$ cat src/rtl/text_pkg.sv
// Shared text-rendering definitions: blitter FSM states, default geometry
// and the glyph bit pattern used to populate the glyph ROM.
package text_pkg;

  typedef enum logic [1:0] {
    IDLE,
    FETCH,
    DRAW,
    DONE
  } blit_state_t;

  localparam int DEF_SCREEN_WIDTH  = 640;
  localparam int DEF_SCREEN_HEIGHT = 480;
  localparam int DEF_CHAR_WIDTH    = 20;
  localparam int DEF_CHAR_HEIGHT   = 30;
  localparam int DEF_ORIGIN_Y      = 270;
  localparam int DEF_PIXEL_BITS    = 3;
  localparam int DEF_ADDR_BITS     = 19;

  // Procedural glyph set: pixel (px,py) of glyph 'code' takes one bit of the
  // code itself, so glyph 0 is blank and 0xFF is solid.
  function automatic logic glyph_pixel(input logic [7:0] code, input int px, input int py);
    logic [2:0] sel;
    sel = 3'(px ^ py);
    return code[sel];
  endfunction

endpackage

$ cat src/rtl/glyph_rom.sv
// Glyph ROM: one CHAR_WIDTH*CHAR_HEIGHT bitmap per 8-bit code, raster order
// with the top-left pixel in the MSB, read with one cycle of latency.
module glyph_rom
  import text_pkg::*;
#(
  parameter int CHAR_WIDTH  = DEF_CHAR_WIDTH,
  parameter int CHAR_HEIGHT = DEF_CHAR_HEIGHT
) (
  input  logic                              clock,
  input  logic [7:0]                        addr,
  output logic [CHAR_WIDTH*CHAR_HEIGHT-1:0] data
);

  localparam int GLYPH_BITS = CHAR_WIDTH * CHAR_HEIGHT;

  logic [GLYPH_BITS-1:0] pattern;

  // Shifting pixels in raster order leaves the first pixel in the MSB.
  always_comb begin
    pattern = '0;
    for (int py = 0; py < CHAR_HEIGHT; py++) begin
      for (int px = 0; px < CHAR_WIDTH; px++) begin
        pattern = {pattern[GLYPH_BITS-2:0], glyph_pixel(addr, px, py)};
      end
    end
  end

  always_ff @(posedge clock) begin
    data <= pattern;
  end

endmodule

$ cat src/rtl/glyph_blitter.sv
// Glyph blitter: draws one glyph into the framebuffer, one pixel per cycle.
// Define GLYPH_TRANSPARENT_EN to skip writes for clear glyph bits.
module glyph_blitter
  import text_pkg::*;
#(
  parameter int SCREEN_WIDTH  = DEF_SCREEN_WIDTH,
  parameter int SCREEN_HEIGHT = DEF_SCREEN_HEIGHT,
  parameter int CHAR_WIDTH    = DEF_CHAR_WIDTH,
  parameter int CHAR_HEIGHT   = DEF_CHAR_HEIGHT,
  parameter int ORIGIN_Y      = DEF_ORIGIN_Y,
  parameter int PIXEL_BITS    = DEF_PIXEL_BITS,
  parameter int ADDR_BITS     = DEF_ADDR_BITS
) (
  input  logic                  clock,
  input  logic                  reset,
  input  logic                  start,
  input  logic [7:0]            row_num,
  input  logic [7:0]            col_num,
  input  logic [7:0]            char_code,
  input  logic [PIXEL_BITS-1:0] fg_color,
  input  logic [PIXEL_BITS-1:0] bg_color,
  output logic                  busy,
  output logic                  done,
  output logic                  error,
  output logic [ADDR_BITS-1:0]  mem_waddr,
  output logic [PIXEL_BITS-1:0] mem_wdata,
  output logic                  mem_wenable
);

  localparam int GLYPH_BITS = CHAR_WIDTH * CHAR_HEIGHT;
  localparam int IDX_W      = $clog2(GLYPH_BITS);
  localparam int PX_W       = $clog2(CHAR_WIDTH + 1);
  localparam logic [ADDR_BITS-1:0] LINE_STEP = ADDR_BITS'(SCREEN_WIDTH - CHAR_WIDTH + 1);

  blit_state_t state, state_next;

  logic [7:0]            row_q, col_q, char_q;
  logic [PIXEL_BITS-1:0] fg_q, bg_q;
  logic [PX_W-1:0]       px;
  logic [IDX_W-1:0]      bit_idx;
  logic [ADDR_BITS-1:0]  addr_q;
  logic [GLYPH_BITS-1:0] glyph;
  logic                  error_q;
  logic                  in_bounds, accept, line_end, last_pixel, pixel_on;

  glyph_rom #(
    .CHAR_WIDTH (CHAR_WIDTH),
    .CHAR_HEIGHT(CHAR_HEIGHT)
  ) u_rom (
    .clock(clock),
    .addr (char_q),
    .data (glyph)
  );

  assign in_bounds  = (int'(col_num) * CHAR_WIDTH + CHAR_WIDTH <= SCREEN_WIDTH) &&
                      (ORIGIN_Y + (int'(row_num) + 1) * CHAR_HEIGHT <= SCREEN_HEIGHT);
  assign accept     = (state == IDLE) && start && in_bounds;
  assign line_end   = (px == PX_W'(CHAR_WIDTH - 1));
  assign last_pixel = (bit_idx == '0);
  assign pixel_on   = glyph[bit_idx];

  always_ff @(posedge clock or posedge reset) begin
    if (reset) state <= IDLE;
    else       state <= state_next;
  end

  always_comb begin
    state_next = state;
    case (state)
      IDLE:    if (accept) state_next = FETCH;
      FETCH:   state_next = DRAW;
      DRAW:    if (last_pixel) state_next = DONE;
      DONE:    state_next = IDLE;
      default: state_next = IDLE;
    endcase
  end

  // The one multiply-based base address is formed during FETCH while the ROM
  // read is in flight; DRAW only ever adds 1 or the line step.
  always_ff @(posedge clock or posedge reset) begin
    if (reset) begin
      row_q   <= '0;
      col_q   <= '0;
      char_q  <= '0;
      fg_q    <= '0;
      bg_q    <= '0;
      px      <= '0;
      bit_idx <= '0;
      addr_q  <= '0;
      error_q <= 1'b0;
    end else begin
      error_q <= (state == IDLE) && start && !in_bounds;
      if (accept) begin
        row_q  <= row_num;
        col_q  <= col_num;
        char_q <= char_code;
        fg_q   <= fg_color;
        bg_q   <= bg_color;
      end
      if (state == FETCH) begin
        addr_q  <= ADDR_BITS'((ORIGIN_Y + int'(row_q) * CHAR_HEIGHT) * SCREEN_WIDTH
                              + int'(col_q) * CHAR_WIDTH);
        px      <= '0;
        bit_idx <= IDX_W'(GLYPH_BITS - 1);
      end else if (state == DRAW) begin
        bit_idx <= bit_idx - IDX_W'(1);
        if (line_end) begin
          px     <= '0;
          addr_q <= addr_q + LINE_STEP;
        end else begin
          px     <= px + PX_W'(1);
          addr_q <= addr_q + ADDR_BITS'(1);
        end
      end
    end
  end

`ifdef GLYPH_TRANSPARENT_EN
  logic unused_bg;
  assign unused_bg = ^bg_q;
`endif

  always_comb begin
    busy        = (state != IDLE);
    done        = (state == DONE);
    error       = error_q;
    mem_wenable = 1'b0;
    mem_waddr   = '0;
    mem_wdata   = '0;
    if (state == DRAW) begin
`ifdef GLYPH_TRANSPARENT_EN
      if (pixel_on) begin
        mem_wenable = 1'b1;
        mem_waddr   = addr_q;
        mem_wdata   = fg_q;
      end
`else
      mem_wenable = 1'b1;
      mem_waddr   = addr_q;
      mem_wdata   = pixel_on ? fg_q : bg_q;
`endif
    end
  end

endmodule
$ cat config.mk
export PLATFORM = sky130hd
export DESIGN_NAME = glyph_blitter
export DESIGN_NICKNAME = d
export VERILOG_FILES = /design/src/rtl/text_pkg.sv /design/src/rtl/glyph_rom.sv /design/src/rtl/glyph_blitter.sv
export SDC_FILE = /design/constraint.sdc
export NUM_CORES = 1
export LEC_CHECK = 0
export CORE_MARGIN = 1
export CORE_UTILIZATION = 55
export CTS_BUF_LIST = sky130_fd_sc_hd__clkbuf_4 sky130_fd_sc_hd__clkbuf_8
export CTS_CLUSTER_SIZE = 10
export DETAILED_ROUTE_END_ITERATION = 6
export DONT_BUFFER_PORTS = 1
export PLACE_DENSITY = 0.7
export SLEW_MARGIN = 20
export SYNTH_ARGS = -nofsm -noshare
export SYNTH_HDL_FRONTEND = slang
export SYNTH_SLANG_ARGS = --single-unit
export TNS_END_PERCENT = 20
$ cat constraint.sdc
create_clock -name clock -period 15.6 [get_ports clock]
set_clock_uncertainty 0.05 [all_clocks]
set_input_delay 3.12 -clock clock [delete_from_list [all_inputs] [get_ports clock]]
set_output_delay 3.12 -clock clock [all_outputs]
set_load 0.02 [all_outputs]
==> results of run 1 <==
==> layout make-up <==
type,count,area [um^2]
Sequential cell,75,1840
Timing Repair Buffer,5,37.5
Inverter,77,289
Multi-Input combinational cell,684,5440
Fill cell,1222,5450
Tap cell,176,220
Clock buffer,9,124
Clock inverter,7,57.6
==> path summary, 6_finish.rpt <==
path                       startpoint         endpoint  slack, ns  cells after the start
max reg2reg                  row_q[1]       addr_q[18]       9.43                     21
min                         char_q[3]  u_rom.data[596]       0.33                      0
max in group asynchronous       reset       addr_q[14]      12.08                      2
min reg2reg                 char_q[3]  u_rom.data[596]       0.33                      0
max                        row_num[1]         col_q[4]       7.16                     17
min in group asynchronous       reset          fg_q[1]       2.83                      2
==> stage by stage <==
step | cells | hold WS (ns) | setup slack [ns] | util
2_1_floorplan | 866 | 0.290 | 7.67 | -
3_3_place_gp | 1017 | 0.304 | 6.89 | 0.581
3_5_place_dp | 1017 | 0.308 | 6.76 | 0.581
4_1_cts | 1033 | 0.330 | 7.16 | 0.595
5_1_grt | 1033 | 0.349 | 6.68 | 0.595
6_report | 1033 | 0.328 | 7.16 | 0.595
==> routing by layer <==
layer / global-route usage / share of wire
met1: 0.304 / 0.46
met2: 0.394 / 0.48
met3: 0.0604 / 0.049
met4: 0.0694 / 0.014
met5: 0 / 0
==> state kept, by name (all words and copies together) (netlist names) <==
name and flops:
addr_q 19, bit_idx 10, char_q 8, col_q 8, row_q 8, u_rom.data 8
px 5, bg_q 3, fg_q 3, state 2, error 1
==> worst register-to-register path, stage by stage, from the launching register on <==
cell,delay (ns)
sky130_fd_sc_hd__dfrtp_1,0.44
sky130_fd_sc_hd__inv_1,0.12
sky130_fd_sc_hd__fa_1,0.51
sky130_fd_sc_hd__fa_1,0.51
sky130_fd_sc_hd__inv_1,0.04
sky130_fd_sc_hd__ha_1,0.33
sky130_fd_sc_hd__nor2b_1,0.16
sky130_fd_sc_hd__o21ai_0,0.23
sky130_fd_sc_hd__a21oi_1,0.12
sky130_fd_sc_hd__a2111oi_0,0.73
sky130_fd_sc_hd__a211oi_1,0.13
sky130_fd_sc_hd__xnor2_1,0.18
sky130_fd_sc_hd__ha_1,0.31
sky130_fd_sc_hd__ha_1,0.35
sky130_fd_sc_hd__nor3b_1,0.15
sky130_fd_sc_hd__a31oi_1,0.14
sky130_fd_sc_hd__o21ai_0,0.11
sky130_fd_sc_hd__a311oi_1,0.34
sky130_fd_sc_hd__nor3_1,0.13
sky130_fd_sc_hd__xnor3_1,0.42
sky130_fd_sc_hd__or4_1,0.49
sky130_fd_sc_hd__o2111ai_1,0.11
==> cells by family (layout without fill, tap and decap cells) <==
family | count (synthesis) | count (layout)
mux | 55 | 55
compound gates | 212 | 212
flops | 75 | 75
xor+xnor | 61 | 61
buf+inv | 107 | 98
fa+ha+maj | 117 | 117
simple gates | 239 | 239
==> Yosys cell counts (3+ instances only) <==
cell type and count:
sky130_fd_sc_hd__ha_1 92, sky130_fd_sc_hd__inv_1 75, sky130_fd_sc_hd__nor2_1 70, sky130_fd_sc_hd__dfrtp_1 67, sky130_fd_sc_hd__o21ai_0 54, sky130_fd_sc_hd__a21oi_1 45
sky130_fd_sc_hd__nand2_1 44, sky130_fd_sc_hd__xnor2_1 33, sky130_fd_sc_hd__mux2_2 28, sky130_fd_sc_hd__xor2_1 27, sky130_fd_sc_hd__fa_1 25, sky130_fd_sc_hd__clkbuf_1 24
sky130_fd_sc_hd__and2_1 23, sky130_fd_sc_hd__mux2i_1 22, sky130_fd_sc_hd__nor3_1 20, sky130_fd_sc_hd__nand3_1 18, sky130_fd_sc_hd__a21o_1 12, sky130_fd_sc_hd__nor2b_1 11
sky130_fd_sc_hd__a211oi_1 10, sky130_fd_sc_hd__o21bai_1 10, sky130_fd_sc_hd__nor4_1 9, sky130_fd_sc_hd__dfxtp_1 8, sky130_fd_sc_hd__a22oi_1 7, sky130_fd_sc_hd__a311oi_1 7
sky130_fd_sc_hd__nand2b_1 7, sky130_fd_sc_hd__nor3b_1 6, sky130_fd_sc_hd__o211ai_1 6, sky130_fd_sc_hd__a22o_1 5, sky130_fd_sc_hd__a31oi_1 5, sky130_fd_sc_hd__and3_1 5
sky130_fd_sc_hd__nand4_1 5, sky130_fd_sc_hd__o2111ai_1 5, sky130_fd_sc_hd__o21a_1 5, sky130_fd_sc_hd__o31ai_1 5, sky130_fd_sc_hd__a21boi_0 4, sky130_fd_sc_hd__buf_6 4
sky130_fd_sc_hd__a211o_1 3, sky130_fd_sc_hd__a32o_1 3, sky130_fd_sc_hd__mux2_1 3, sky130_fd_sc_hd__nand3b_1 3, sky130_fd_sc_hd__o22ai_1 3, sky130_fd_sc_hd__or2_2 3
==> power groups by stage <==
| stage | Clock, mW | Combinational, mW | Sequential [mW] |
|---|---|---|---|
| after global routing | 0.153 | 0.223 | 0.194 |
| final | 0.141 | 0.198 | 0.194 |
| after CTS | 0.145 | 0.197 | 0.194 |
| after global placement | 0 | 0.190 | 0.198 |
| after floorplan | 0 | 0.162 | 0.198 |
| after detailed placement | 0 | 0.196 | 0.198 |
==> impl_metrics.ini, run 1 <==
[status]
outcome = complete, no violations

[setup_path]
worst_setup_path_end_kind = flop
crit_arrival_ns = 8.64
worst_path_max_delay_cell = sky130_fd_sc_hd__nor3_4
critical_path.top_delay_family = simple AND/OR/NAND/NOR gates
crit_path_max_fanout = 16
path_cells = nand3_1, xor2_1, inv_1, ha_1, xor2_1, fa_1, inv_1, ha_1, o21ai_0, nor2_1, nor4_1, nand4bb_1, o31ai_1, or4b_4, nor3_4, buf_4, mux2_2
timing.critical_path.buf_inv = 3
setup.worst_path.start_class = input pin
worst-endpoint-required_ns = 15.80
worstSetupPathType = in -> reg
timing.critical_path.slowest_cell_delay_ns = 0.61

[finish]
num_antenna_cells = 0
finalInstanceArea_um2 = 8000
layout_commonest_cell = sky130_fd_sc_hd__ha_1
area.growth.synth_to_final_pct = 3.88
final_cell_mix = sky130_fd_sc_hd__ha_1 (91), sky130_fd_sc_hd__inv_1 (74), sky130_fd_sc_hd__nor2_1 (70)
final_layout_size_suffix_gt1_frac = 0.0782
layout_net_count = 1002

[detailed_routing]
route.vias.total = 6154
wire_per_inst_um = 15.7
postRouteAntennaNets = 0
route.detailed.drc = 0
routed_via_density = 5.96
drtIter0Drc = 370
drt-total-wl_um = 16200
first_pass_iters = 5

[synthesis]
yosys.area.top_type = sky130_fd_sc_hd__dfrtp_1
syn-cell-area_um2 = 7700
async_reset_ff_frac = 0.893
flop_and_latch_count_out_of_synthesis = 75
yosys.area.top_type_share = 0.218
synth_top_family_by_area = adder cells
synth.lib_cells_used.distinct = 73
synth_simple_gate_area_frac = 0.158
synth.area.mux_share = 0.0797
complex_gate_fraction_of_the_synthesized_area = 0.182
post_synth_main_area_contributors = sky130_fd_sc_hd__dfrtp_1 (22%), sky130_fd_sc_hd__ha_1 (15%), sky130_fd_sc_hd__fa_1 (6.5%), sky130_fd_sc_hd__mux2_2 (4.1%), sky130_fd_sc_hd__xnor2_1 (3.8%)
avgSynthCellArea_um2 = 8.90
ys_warn_count = 0
syn-instance-count = 866
yosysSeqAreaShare = 0.238
post_synth_fa_ha_maj_area_fraction = 0.214
synth_edf_count = 0
synth_top_flop_cell = sky130_fd_sc_hd__dfrtp_1
synth_xor_area_frac = 0.0711
syn-num-nets = 1016

[clock_network]
tritoncts = built
cts.repair.resized = 0
post_cts.repair.setup_buffers = 0
htree_num_levels = 3
cts_hold_buf = 0
clk_sink_count = 75
clock_tree.root_cell = sky130_fd_sc_hd__clkbuf_8
maximum_buffer_depth_of_the_clock_tree = 2
numCtsBuffers = 9
clkTransAtPathRegs_ns = 0.08
clk-insertion-delay-late_ns = 0.38

[placed_design]
place.gp.congestion = 0.870
post_dp_cell_area_um2 = 7820
io_buffers = 0
place.detailed.hpwl_um = 12700

[power_and_ir_drop]
totalPowerFinal_uw = 532
total_leakage_power_nw = 3.84
net-switching-power_uw = 196
netSwitchingFraction = 0.368
clock_network_power_share = 0.264
seqPwrFrac = 0.364
pwrdens_nw_per_um2 = 66.5
comb_power_share = 0.371
vdd_drop_max_v = 0.0000896
intPower_uw = 336

[sta]
max-slew-margin-rel = 0.385
timing.final.crit_period_ns = 8.44
fin_crit_sh = 0.541
finalSetupViolCount = 0
rsz0062_at_grt = no
hold_violations = 0
slew_viol_final = 0
worstMarginPinSlew_ns = 0.917
clock.fmax_mhz = 119
setup_total_negative_slack_ns = 0

[die]
fp.dieW_um = 120
die_area_um2 = 14500
top_level_ports = 59
floorplan.rows = 42
die_h_um = 120
initial_core_util = 0.573
core_area_um2 = 13500

[global_routing]
gr-total-overflow = 0
gr-usage-all-layers = 0.237
antenna_found_initial = 0
grt_start_max_net_pins = 68
grt_pass1_vias = 5941
grt_pass1_wl_um = 27800

[run]
drv.max_cap_violation_count = 0

[hold_path]
min-delay-path-class = reg -> reg
(Power assumes the default switching activity.)
==> run 2, diff against run 1 <==
--- a/config.mk
+++ b/config.mk
@@ -11,7 +11,7 @@
 export CTS_CLUSTER_SIZE = 10
 export DETAILED_ROUTE_END_ITERATION = 6
 export DONT_BUFFER_PORTS = 1
-export PLACE_DENSITY = 0.7
+export PLACE_DENSITY = 0.73
 export SLEW_MARGIN = 20
 export SYNTH_ARGS = -nofsm -noshare
 export SYNTH_HDL_FRONTEND = slang
==> constraint.sdc (replaced) <==
create_clock -name clock -period 7.1 [get_ports clock]
set_clock_uncertainty 0.05 [all_clocks]
set_input_delay 1.42 -clock clock [delete_from_list [all_inputs] [get_ports clock]]
set_output_delay 1.42 -clock clock [all_outputs]
set_load 0.02 [all_outputs]
==> run 2 against run 1 <==
Non-clock buffer count up 2. Critical path type unchanged. Total power increased by 130%. Global-route usage is 0.15 points lower. Critical endpoint is now char_q[0].
==> impl_metrics.ini, run 2 (same netlist as run 1, synthesis figures left out) <==
[finish]
layout_net_count = 1004
top_register_by_number_of_flip_flops = addr_q
finalInstanceArea_um2 = 8070
final_layout_size_suffix_gt1_frac = 0.0815
largest_register_ffs = 19
num_antenna_cells = 0
finalNonFillerCells = 1035
total_of_fill_cells_in_the_finished_design = 1214
final_cell_mix = sky130_fd_sc_hd__ha_1 (91), sky130_fd_sc_hd__inv_1 (74), sky130_fd_sc_hd__nor2_1 (70)
reg.largest.list = addr_q x19, bit_idx x10
final_core_util = 0.600
area.growth.synth_to_final_pct = 4.71
layout_commonest_cell = sky130_fd_sc_hd__ha_1

[sta]
finalSetupViolCount = 0
hold_violations = 0
max-slew-margin-rel = 0.380
layout_setup_ws_ns = 0.493
setup_total_negative_slack_ns = 0
slew_viol_final = 0
clock.fmax_mhz = 151
rsz0062_at_grt = no
fin_crit_sh = 0.931
worstMarginPinSlew_ns = 0.924
finalHoldWorstSlack_ns = 0.326
timing.final.crit_period_ns = 6.61

[power_and_ir_drop]
total_leakage_power_nw = 3.87
vdd_drop_max_v = 0.000197
totalPowerFinal_mw = 1.23
pwrdens_nw_per_um2 = 152

[clock_network]
clock_tree.root_cell = sky130_fd_sc_hd__clkbuf_8
clkTransAtPathRegs_ns = 0.10
tritoncts = built
clk-insertion-delay-late_ns = 0.37
numCtsBuffers = 9
cts_hold_buf = 0
maximum_buffer_depth_of_the_clock_tree = 2
cts.repair.resized = 0
post_cts.repair.setup_buffers = 0
clk_sink_count = 75
htree_num_levels = 3

[die]
fp.dieW_um = 120
core_area_um2 = 13500
initial_core_util = 0.573
die_area_um2 = 14500
top_level_ports = 59
floorplan.rows = 42
die_h_um = 120

[setup_path]
worstSetupPathType = in -> reg
timing.critical_path.buf_inv = 4
timing.critical_path.slowest_cell_delay_ns = 0.53
path_cells = ha_1, nand3_1, xor2_1, inv_1, xnor2_1, ha_1, inv_1, fa_1, inv_1, ha_1, a2111oi_0, o21ai_1, and3_1, or3_4, o31ai_1, or4b_4, nor3_4, buf_4, mux2_2
worst-endpoint-required_ns = 7.31
critical_path.top_delay_family = simple AND/OR/NAND/NOR gates
setup.worst_path.start_class = input pin
crit_path_max_fanout = 9
worst_path_max_delay_cell = sky130_fd_sc_hd__or4b_4
crit_arrival_ns = 6.82
worst_setup_path_end_kind = flop

[global_routing]
grt_pass1_wl_um = 27800
antenna_found_initial = 0
gr-total-overflow = 0
grt_start_max_net_pins = 68
grt_pass1_vias = 6053
gr-usage-all-layers = 0.236

[detailed_routing]
route.detailed.drc = 0
drt-total-wl_um = 16400
first_pass_iters = 5
drtIter0Drc = 487
postRouteAntennaNets = 0
route.vias.total = 6206
routed_via_density = 6.00
wire_per_inst_um = 15.9

[placed_design]
place.gp.congestion = 0.910
placed_cells = 1019
post_dp_cell_area_um2 = 7850
place.detailed.hpwl_um = 13000
io_buffers = 0
preCtsSetupSlack_ns = 0.0716

[hold_path]
min-delay-path-class = reg -> reg

[run]
drv.max_cap_violation_count = 0

[status]
outcome = complete, no violations
[run 2: routing by layer]
metal	vias to the layer above	track usage	wire length (um)
met2	151	0.408	8050
met3	25	0.0448	827
met5	-	0	0
li1	3068	-	-
met1	2962	0.295	7250
met4	0	0.0764	310
[run 2: where the power goes]
part / internal (mW) / switching (mW)
registers: 0.426 / 0
logic: 0.183 / 0.258
clock network: 0.172 / 0.187
[run 2: worst paths after layout]
path | start | end | slack, ns | depth (start not counted)
max in group asynchronous | reset | bit_idx[3] | 5.28 | 2
worst min register to register | char_q[7] | u_rom.data[592] | 0.33 | 0
worst min-delay path | char_q[7] | u_rom.data[592] | 0.33 | 0
min in group asynchronous | reset | bg_q[2] | 1.12 | 2
worst max register to register | row_q[1] | addr_q[18] | 0.96 | 21
worst max-delay path | row_num[0] | char_q[0] | 0.49 | 19
[run 2: cell type report]
class	count	area [um^2]	area share
tap	176	220	0.0273
timing repair buffer	7	65.1	0.00807
inverter	77	289	0.0358
multi-input combinational	684	5440	0.675
sequential	75	1840	0.228
clock buffer	9	124	0.0154
clock inverter	7	87.6	0.0109
==> run 3, diff against run 2 <==
--- a/config.mk
+++ b/config.mk
@@ -5,13 +5,17 @@
 export SDC_FILE = /design/constraint.sdc
 export NUM_CORES = 1
 export LEC_CHECK = 0
+export CELL_PAD_IN_SITES_DETAIL_PLACEMENT = 1
+export CELL_PAD_IN_SITES_GLOBAL_PLACEMENT = 2
 export CORE_MARGIN = 1
-export CORE_UTILIZATION = 55
+export CORE_UTILIZATION = 38
 export CTS_BUF_LIST = sky130_fd_sc_hd__clkbuf_4 sky130_fd_sc_hd__clkbuf_8
+export CTS_CLUSTER_DIAMETER = 80
 export CTS_CLUSTER_SIZE = 10
 export DETAILED_ROUTE_END_ITERATION = 6
 export DONT_BUFFER_PORTS = 1
-export PLACE_DENSITY = 0.73
+export GPL_ROUTABILITY_DRIVEN = 0
+export PLACE_DENSITY_LB_ADDON = 0.1
 export SLEW_MARGIN = 20
 export SYNTH_ARGS = -nofsm -noshare
 export SYNTH_HDL_FRONTEND = slang
==> run 3 against run 2 <==
Worst setup slack improved by 0.26 ns. Core utilization down 18 points. Final cell count rose by 8.7%. Via count barely moved. Non-clock buffer count up 1. Sequential power hardly changed. Final area up 1.7%. Critical endpoint is now bg_q[0]. Largest cell class unchanged.
==> impl_metrics.ini, run 3 (same netlist as run 1, synthesis figures left out) <==
[status]
outcome = complete, no violations

[power_and_ir_drop]
pwrdens_nw_per_um2 = 157
total_leakage_power_nw = 3.89
totalPowerFinal_mw = 1.29
vdd_drop_max_v = 0.000124

[sta]
rsz0062_at_grt = no
finalSetupViolCount = 0
timing.final.crit_period_ns = 6.34
worstMarginPinSlew_ns = 0.968
hold_violations = 0
fin_crit_sh = 0.894
setup_total_negative_slack_ns = 0
slew_viol_final = 0
max-slew-margin-rel = 0.350
clock.fmax_mhz = 158

[placed_design]
post_dp_cell_area_um2 = 7950
io_buffers = 0
place.detailed.hpwl_um = 15600
placed_cells = 1109

[global_routing]
gr-usage-all-layers = 0.197
antenna_found_initial = 1
gr-total-overflow = 0
grt_start_max_net_pins = 68
grt_pass1_vias = 6530
grt_pass1_wl_um = 32300

[clock_network]
maximum_buffer_depth_of_the_clock_tree = 2
clk-insertion-delay-late_ns = 0.36
clk_sink_count = 75
tritoncts = built
cts_hold_buf = 0
post_cts.repair.setup_buffers = 0
htree_num_levels = 3
numCtsBuffers = 9
clock_tree.root_cell = sky130_fd_sc_hd__clkbuf_8
cts.repair.resized = 0
clkTransAtPathRegs_ns = 0.08

[setup_path]
worst-endpoint-required_ns = 7.29
setup.worst_path.start_class = input pin
crit_path_max_fanout = 18
worstSetupPathType = in -> reg
crit_arrival_ns = 6.54
worst_setup_path_end_kind = flop

[die]
floorplan.rows = 51
top_level_ports = 59
core_area_um2 = 19700
die_h_um = 144
initial_core_util = 0.392
fp.dieW_um = 144
die_area_um2 = 20800

[finish]
layout_net_count = 1005
finalNonFillerCells = 1125
top_register_by_number_of_flip_flops = addr_q
layout_commonest_cell = sky130_fd_sc_hd__ha_1
final_core_util = 0.417
final_layout_size_suffix_gt1_frac = 0.0802
largest_register_ffs = 19
num_antenna_cells = 0
finalInstanceArea_um2 = 8200
area.growth.synth_to_final_pct = 6.45
final_cell_mix = sky130_fd_sc_hd__ha_1 (92), sky130_fd_sc_hd__inv_1 (74), sky130_fd_sc_hd__nor2_1 (70)
reg.largest.list = addr_q x19, bit_idx x10

[run]
drv.max_cap_violation_count = 0

[detailed_routing]
routed_via_density = 5.51
first_pass_iters = 4
postRouteAntennaNets = 0
route.detailed.drc = 0
drt-total-wl_um = 19600
drtIter0Drc = 184
wire_per_inst_um = 17.4
route.vias.total = 6203

[hold_path]
min-delay-path-class = reg -> reg
-- run 3: worst paths after layout --
kind                            start              end  slack [ns]  cells after the start
min in group asynchronous       reset          bg_q[1]        1.15                      2
max in group asynchronous       reset         col_q[6]        5.23                      2
min reg2reg                 char_q[2]  u_rom.data[597]        0.32                      0
max reg2reg                  row_q[3]       addr_q[18]        0.96                     21
min                         char_q[2]  u_rom.data[597]        0.32                      0
max                        row_num[0]          bg_q[0]        0.76                     19
-- run 3: final cells by class --
class / count / area [um^2]
fillers: 2312 / 11500
multi-input cells: 684 / 5440
flip-flops and latches: 75 / 1840
well taps: 265 / 332
inverters: 77 / 289
clock buffers: 9 / 124
clock inverters: 7 / 124
repair buffers: 8 / 60.1
-- run 3: power by group --
group / internal (mW) / leakage [nW] / total (mW) / switching, mW
Clock: 0.236 / 0.120 / 0.410 / 0.174
Sequential: 0.426 / 0.898 / 0.426 / 0
Combinational: 0.183 / 2.87 / 0.453 / 0.269
Total: 0.845 / 3.89 / 1.29 / 0.444
-- run 3: layer usage --
layer  global-route usage  share of wire  vias up
li1                     -              -     3059
met1                0.246           0.46     3061
met2                0.339           0.48       70
met3               0.0493          0.048       11
met4               0.0476         0.0089        2
met5                    0        0.00046        -
-- run 3: critical path, stage by stage --
cell                        delay (ns)
sky130_fd_sc_hd__ha_1             0.25
sky130_fd_sc_hd__nand3_1          0.17
sky130_fd_sc_hd__xor2_1           0.38
sky130_fd_sc_hd__inv_1            0.12
sky130_fd_sc_hd__xnor2_1          0.15
sky130_fd_sc_hd__ha_1             0.29
sky130_fd_sc_hd__inv_1            0.05
sky130_fd_sc_hd__fa_1             0.54
sky130_fd_sc_hd__inv_1            0.05
sky130_fd_sc_hd__ha_1             0.29
sky130_fd_sc_hd__a2111oi_0        0.41
sky130_fd_sc_hd__o21ai_1          0.20
sky130_fd_sc_hd__and3_1           0.22
sky130_fd_sc_hd__or3_4            0.37
sky130_fd_sc_hd__o31ai_1          0.21
sky130_fd_sc_hd__or4b_4           0.52
sky130_fd_sc_hd__nor3_4           0.21
sky130_fd_sc_hd__buf_4            0.29
sky130_fd_sc_hd__mux2_2           0.37
-- run 3: metrics by stage --
stage | hold WS, ns | setup WS (ns)
after floorplan | 0.290 | 0.872
after global placement | 0.298 | 0.557
after detailed placement | 0.305 | 0.331
after CTS | 0.326 | 0.724
after global routing | 0.334 | 0.395
final | 0.322 | 0.756
